==> src/rtl/fibo_seq_ctrl.sv <==
// fibo_seq_ctrl -- Moore sequencer for the Fibonacci register-file datapath.
//
// On Start it loads the iteration count N from memory into R2, clears R0 (a)
// and sets R1 (b) to 1, and then loops N times computing
//   R3 <= a+b ; R0 <= b ; R1 <= R3 ; R2 <= R2-1
// until the counter reads zero. It then pulses Done for one cycle. F(N) is left
// in R0, modulo 2^(SIZE+1).
//
// Ports
//   Clk        : system clock, rising edge
//   Rst        : asynchronous active-low reset
//   Start      : run request, sampled only in IDLE
//   zero_flag  : datapath ALU result == 0 (combinational)
//   wrt_addr   : RF write address
//   wrt_en     : RF write enable (write happens at the next rising edge)
//   load_data  : 1 = RF write data comes from the memory count, 0 = from the ALU
//   rd_addr1   : RF read port 1 address
//   rd_addr2   : RF read port 2 address
//   alu_opcode : ALU operation
//   Busy       : high in every state except IDLE
//   Done       : one-cycle completion pulse
module fibo_seq_ctrl #(
  parameter int              SIZE    = 3,
  parameter logic [SIZE-1:0] OP_ADD  = 3'b000,
  parameter logic [SIZE-1:0] OP_SUB  = 3'b001,
  parameter logic [SIZE-1:0] OP_PASS = 3'b010,
  parameter logic [SIZE-1:0] OP_INC  = 3'b011,
  parameter logic [SIZE-1:0] OP_DEC  = 3'b100
) (
  input  logic            Clk,
  input  logic            Rst,
  input  logic            Start,
  input  logic            zero_flag,
  output logic [SIZE-2:0] wrt_addr,
  output logic            wrt_en,
  output logic            load_data,
  output logic [SIZE-2:0] rd_addr1,
  output logic [SIZE-2:0] rd_addr2,
  output logic [SIZE-1:0] alu_opcode,
  output logic            Busy,
  output logic            Done
);

  // Register-file map
  localparam logic [SIZE-2:0] R_A   = (SIZE-1)'(0);  // a, final result
  localparam logic [SIZE-2:0] R_B   = (SIZE-1)'(1);  // b
  localparam logic [SIZE-2:0] R_CNT = (SIZE-1)'(2);  // loop counter
  localparam logic [SIZE-2:0] R_TMP = (SIZE-1)'(3);  // a+b scratch

  typedef enum logic [3:0] {
    S_IDLE = 4'd0,
    S_LOAD = 4'd1,
    S_CLR  = 4'd2,
    S_SETB = 4'd3,
    S_TEST = 4'd4,
    S_ADD  = 4'd5,
    S_MOVA = 4'd6,
    S_MOVB = 4'd7,
    S_DEC  = 4'd8,
    S_DONE = 4'd9
  } state_t;

  state_t r_state;
  state_t w_next;

  always_ff @(posedge Clk or negedge Rst) begin
    if (!Rst) r_state <= S_IDLE;
    else      r_state <= w_next;
  end

  // Outputs depend on r_state alone; Start and zero_flag only steer w_next.
  always_comb begin
    w_next     = S_IDLE;
    wrt_addr   = R_A;
    wrt_en     = 1'b0;
    load_data  = 1'b0;
    rd_addr1   = R_A;
    rd_addr2   = R_A;
    alu_opcode = OP_PASS;
    Busy       = 1'b1;
    Done       = 1'b0;
    case (r_state)
      S_IDLE: begin
        Busy   = 1'b0;
        w_next = Start ? S_LOAD : S_IDLE;
      end
      S_LOAD: begin
        wrt_addr  = R_CNT;
        wrt_en    = 1'b1;
        load_data = 1'b1;
        w_next    = S_CLR;
      end
      S_CLR: begin
        // a <= a - a clears R0 without a dedicated zero opcode
        rd_addr1   = R_A;
        rd_addr2   = R_A;
        alu_opcode = OP_SUB;
        wrt_addr   = R_A;
        wrt_en     = 1'b1;
        w_next     = S_SETB;
      end
      S_SETB: begin
        // R0 is already 0, so 0+1 seeds b
        rd_addr1   = R_A;
        alu_opcode = OP_INC;
        wrt_addr   = R_B;
        wrt_en     = 1'b1;
        w_next     = S_TEST;
      end
      S_TEST: begin
        // Pass the counter through the ALU so zero_flag reflects it
        rd_addr1   = R_CNT;
        alu_opcode = OP_PASS;
        w_next     = zero_flag ? S_DONE : S_ADD;
      end
      S_ADD: begin
        rd_addr1   = R_A;
        rd_addr2   = R_B;
        alu_opcode = OP_ADD;
        wrt_addr   = R_TMP;
        wrt_en     = 1'b1;
        w_next     = S_MOVA;
      end
      S_MOVA: begin
        rd_addr1   = R_B;
        alu_opcode = OP_PASS;
        wrt_addr   = R_A;
        wrt_en     = 1'b1;
        w_next     = S_MOVB;
      end
      S_MOVB: begin
        rd_addr1   = R_TMP;
        alu_opcode = OP_PASS;
        wrt_addr   = R_B;
        wrt_en     = 1'b1;
        w_next     = S_DEC;
      end
      S_DEC: begin
        rd_addr1   = R_CNT;
        alu_opcode = OP_DEC;
        wrt_addr   = R_CNT;
        wrt_en     = 1'b1;
        w_next     = S_TEST;
      end
      S_DONE: begin
        Done   = 1'b1;
        w_next = S_IDLE;
      end
      default: begin
        // Unreachable encodings fall back to IDLE with quiet outputs
        Busy   = 1'b0;
        w_next = S_IDLE;
      end
    endcase
  end

endmodule

==> config.mk <==
export PLATFORM = sky130hd
export DESIGN_NAME = fibo_seq_ctrl
export DESIGN_NICKNAME = d
export VERILOG_FILES = /design/src/rtl/fibo_seq_ctrl.sv
export SDC_FILE = /design/constraint.sdc
export NUM_CORES = 1
export LEC_CHECK = 0
export ABC_AREA = 1
export CAP_MARGIN = 40
export CORE_AREA = 2 2 39 41
export DETAILED_ROUTE_END_ITERATION = 16
export DIE_AREA = 0 0 41 43
export GPL_TIMING_DRIVEN = 0
export SETUP_SLACK_MARGIN = 0.4
export SLEW_MARGIN = 5
export SYNTH_ARGS = -nofsm -noshare
export SYNTH_HDL_FRONTEND = slang
export SYNTH_SLANG_ARGS = --single-unit
==> constraint.sdc <==
create_clock -name Clk -period 1.1 [get_ports Clk]
set_input_delay 0.33 -clock Clk [delete_from_list [all_inputs] [get_ports Clk]]
set_output_delay 0.33 -clock Clk [all_outputs]
set_load 0.02 [all_outputs]
==> flow_summary.json <==
{
  "start_util_pct": 24.5,
  "grt_antenna_before_repair": 0,
  "syn_to_final_growth_pct": 159,
  "route.detailed.drc": 0,
  "holdWs_ns": 0.286,
  "clkLatencyLatePin_ns": 0.24,
  "drt_iter0_drc": 6,
  "crit_required_ns": 0.77,
  "n_antenna_cell": 0,
  "postLayoutSetupSlackWorst_ns": -0.570,
  "synth_edf_count": 0,
  "root_buffer": "clkbuf_4",
  "final_cells": 106,
  "die_width_um": 41,
  "gr-total-overflow": 0,
  "place.gp.congestion": 0.740,
  "drive_gt1_share_pct": 82.2,
  "arrival_ns": 1.34,
  "dp_cells": 81,
  "ios": 17,
  "row_count": 14,
  "violations": "setup timing",
  "fmax_mhz": 599,
  "drt-pass1-iter-count": 4,
  "largest_reg_flops": 4,
  "synth_flop_cell": "dfrtp_1",
  "dr_total_vias": 466,
  "ir_drop_v": 0.00184,
  "htreeDepth": 1,
  "leakagePower_nw": 0.458,
  "ys_async_sr_fraction_pct": 100,
  "cts_buffers": 3,
  "crit_path_end_kind": "output pin",
  "finalCritPeriodShare_pct": 152,
  "final_nets": 95,
  "yosysTopAreaCell": "dfrtp_1",
  "drv_cap": 0,
  "outcome": "finished with violations",
  "hold_buffers": 0,
  "clock_skew_ns": 0.00243,
  "crit_fanout": 6,
  "largest_register": "r_state",
  "synthCells": 50,
  "grt_use_total_pct": 17.1,
  "timing.reg2reg.setup_slack_ns": 0,
  "rsz0062_at_grt": "yes",
  "period_needed_ns": 1.67,
  "hold_viol_final": 0,
  "final_cell_mix": "buf_4 (17), buf_6 (17), nor2_4 (9), inv_2 (8), nand2_4 (5)",
  "synth_cell_types": 17,
  "synth_nets": 54,
  "wirelength_um": 1360,
  "clockBufferDepth": 2,
  "yosys_warnings": 0,
  "clk_pin_slew_ns": 0.04,
  "grt_max_degree": 9,
  "fillers": 108,
  "drv_slew": 0,
  "synth_area_leaders": "dfrtp_1 (30%), nand2_1 (10%), nor3_1 (8.9%), inv_1 (8.9%), nor2_4 (6.6%)",
  "power_density_mw_per_mm2": 3700,
  "path_class": "register to output pin",
  "drt.antenna.violating_nets": 0,
  "syn_avg_cell_area_um2": 6.78,
  "synth_top_area_share_pct": 29.5,
  "cp-start-kind": "register",
  "reg_top3": "r_state (4)",
  "ys_seq_area_share_pct": 29.5,
  "core_area_mm2": 0.00138,
  "wl_per_cell_um": 12.8,
  "via_per_inst": 4.40,
  "cts_tree": "yes",
  "syn_area_um2": 339,
  "tns_ns": -5.95,
  "grt_pass1_wl_um": 2030,
  "hold_path.class": "primary input to async pin",
  "hpwl_um": 650,
  "die-area_mm2": 0.00176,
  "cts.sinks": 4,
  "io_buffers": 15,
  "setup_violations": 13,
  "die_h_um": 43,
  "grt_pass1_vias": 461,
  "ys_ff_latch": 4
}
## report_power, final
| part | switching [mW] | leakage [nW] | internal (mW) | total [mW] |
|---|---|---|---|---|
| registers | 0.150 | 0.0465 | 0.229 | 0.379 |
| clock network | 0.0713 | 0.0150 | 0.137 | 0.208 |
| logic | 1.32 | 0.396 | 1.34 | 2.66 |
## metrics by stage
step	area (um2)	setup slack (ns)	utilization, %	total power, mW
floorplan	424	-0.172	-	1.48
global placement	594	-0.752	42.9	2.04
detailed placement	594	-0.756	42.9	2.03
CTS	783	-0.554	56.6	2.87
global route	878	-0.624	63.5	3.43
finish	878	-0.570	63.5	3.25
## logic make-up after synthesis
| family | share of synthesized area [%] |
|---|---|
| compound gates | 5.54 |
| simple gates | 47.2 |
| other cells | 1.11 |
| flops | 29.5 |
| buf+inv | 16.6 |
## layer usage
metal  vias up  GRT usage (%)  part of all wire [%]
li1        234              -                     -
met1       222           22.0                    38
met2        10           26.3                    58
met3         0           6.28                   4.0
met4         0           4.00                     0
met5         -              0                     0
## worst paths after layout
check	to	from	cells after the start
worst max-delay path	alu_opcode[1]	r_state[1]	5
worst min-delay path	r_state[0]	Rst	1
worst max register to register	r_state[2]	r_state[3]	5
worst min register to register	r_state[0]	r_state[3]	2
max in group asynchronous	r_state[2]	Rst	1
min in group Clk	r_state[0]	r_state[3]	2
## final cells by class
cell class              instances  area [um2]  share of cell area [%]
multi-input cells              34         324                    36.9
well taps                      16        20.0                    2.28
repair buffers                 36         342                    38.9
flip-flops and latches          4         104                    11.8
clock buffers                   4        26.3                    2.99
plain buffers                   2        22.5                    2.56
inverters                      10        40.0                    4.56
## synth_stat cells (2+ instances only)
cell	count
nand3_1	3
inv_2	2
dfrtp_1	4
nor2_1	5
nor2_4	2
o21ai_0	2
nor3_1	6
nand2_1	9
nor2_2	2
inv_1	8
## worst max-delay path, cell delays in order, from the launching register on
cell and delay [ns]:
dfrtp_2 0.48, nor2_4 0.22, nand2_4 0.14, nand2_4 0.09, nor2_4 0.04, buf_6 0.12
## what timing repair did
item	CTS	global route
setup buffers	16	5
pin swaps	8	14
gates resized for setup	80	14
endpoints found under the setup margin	16	16
(Power assumes the default switching activity.)
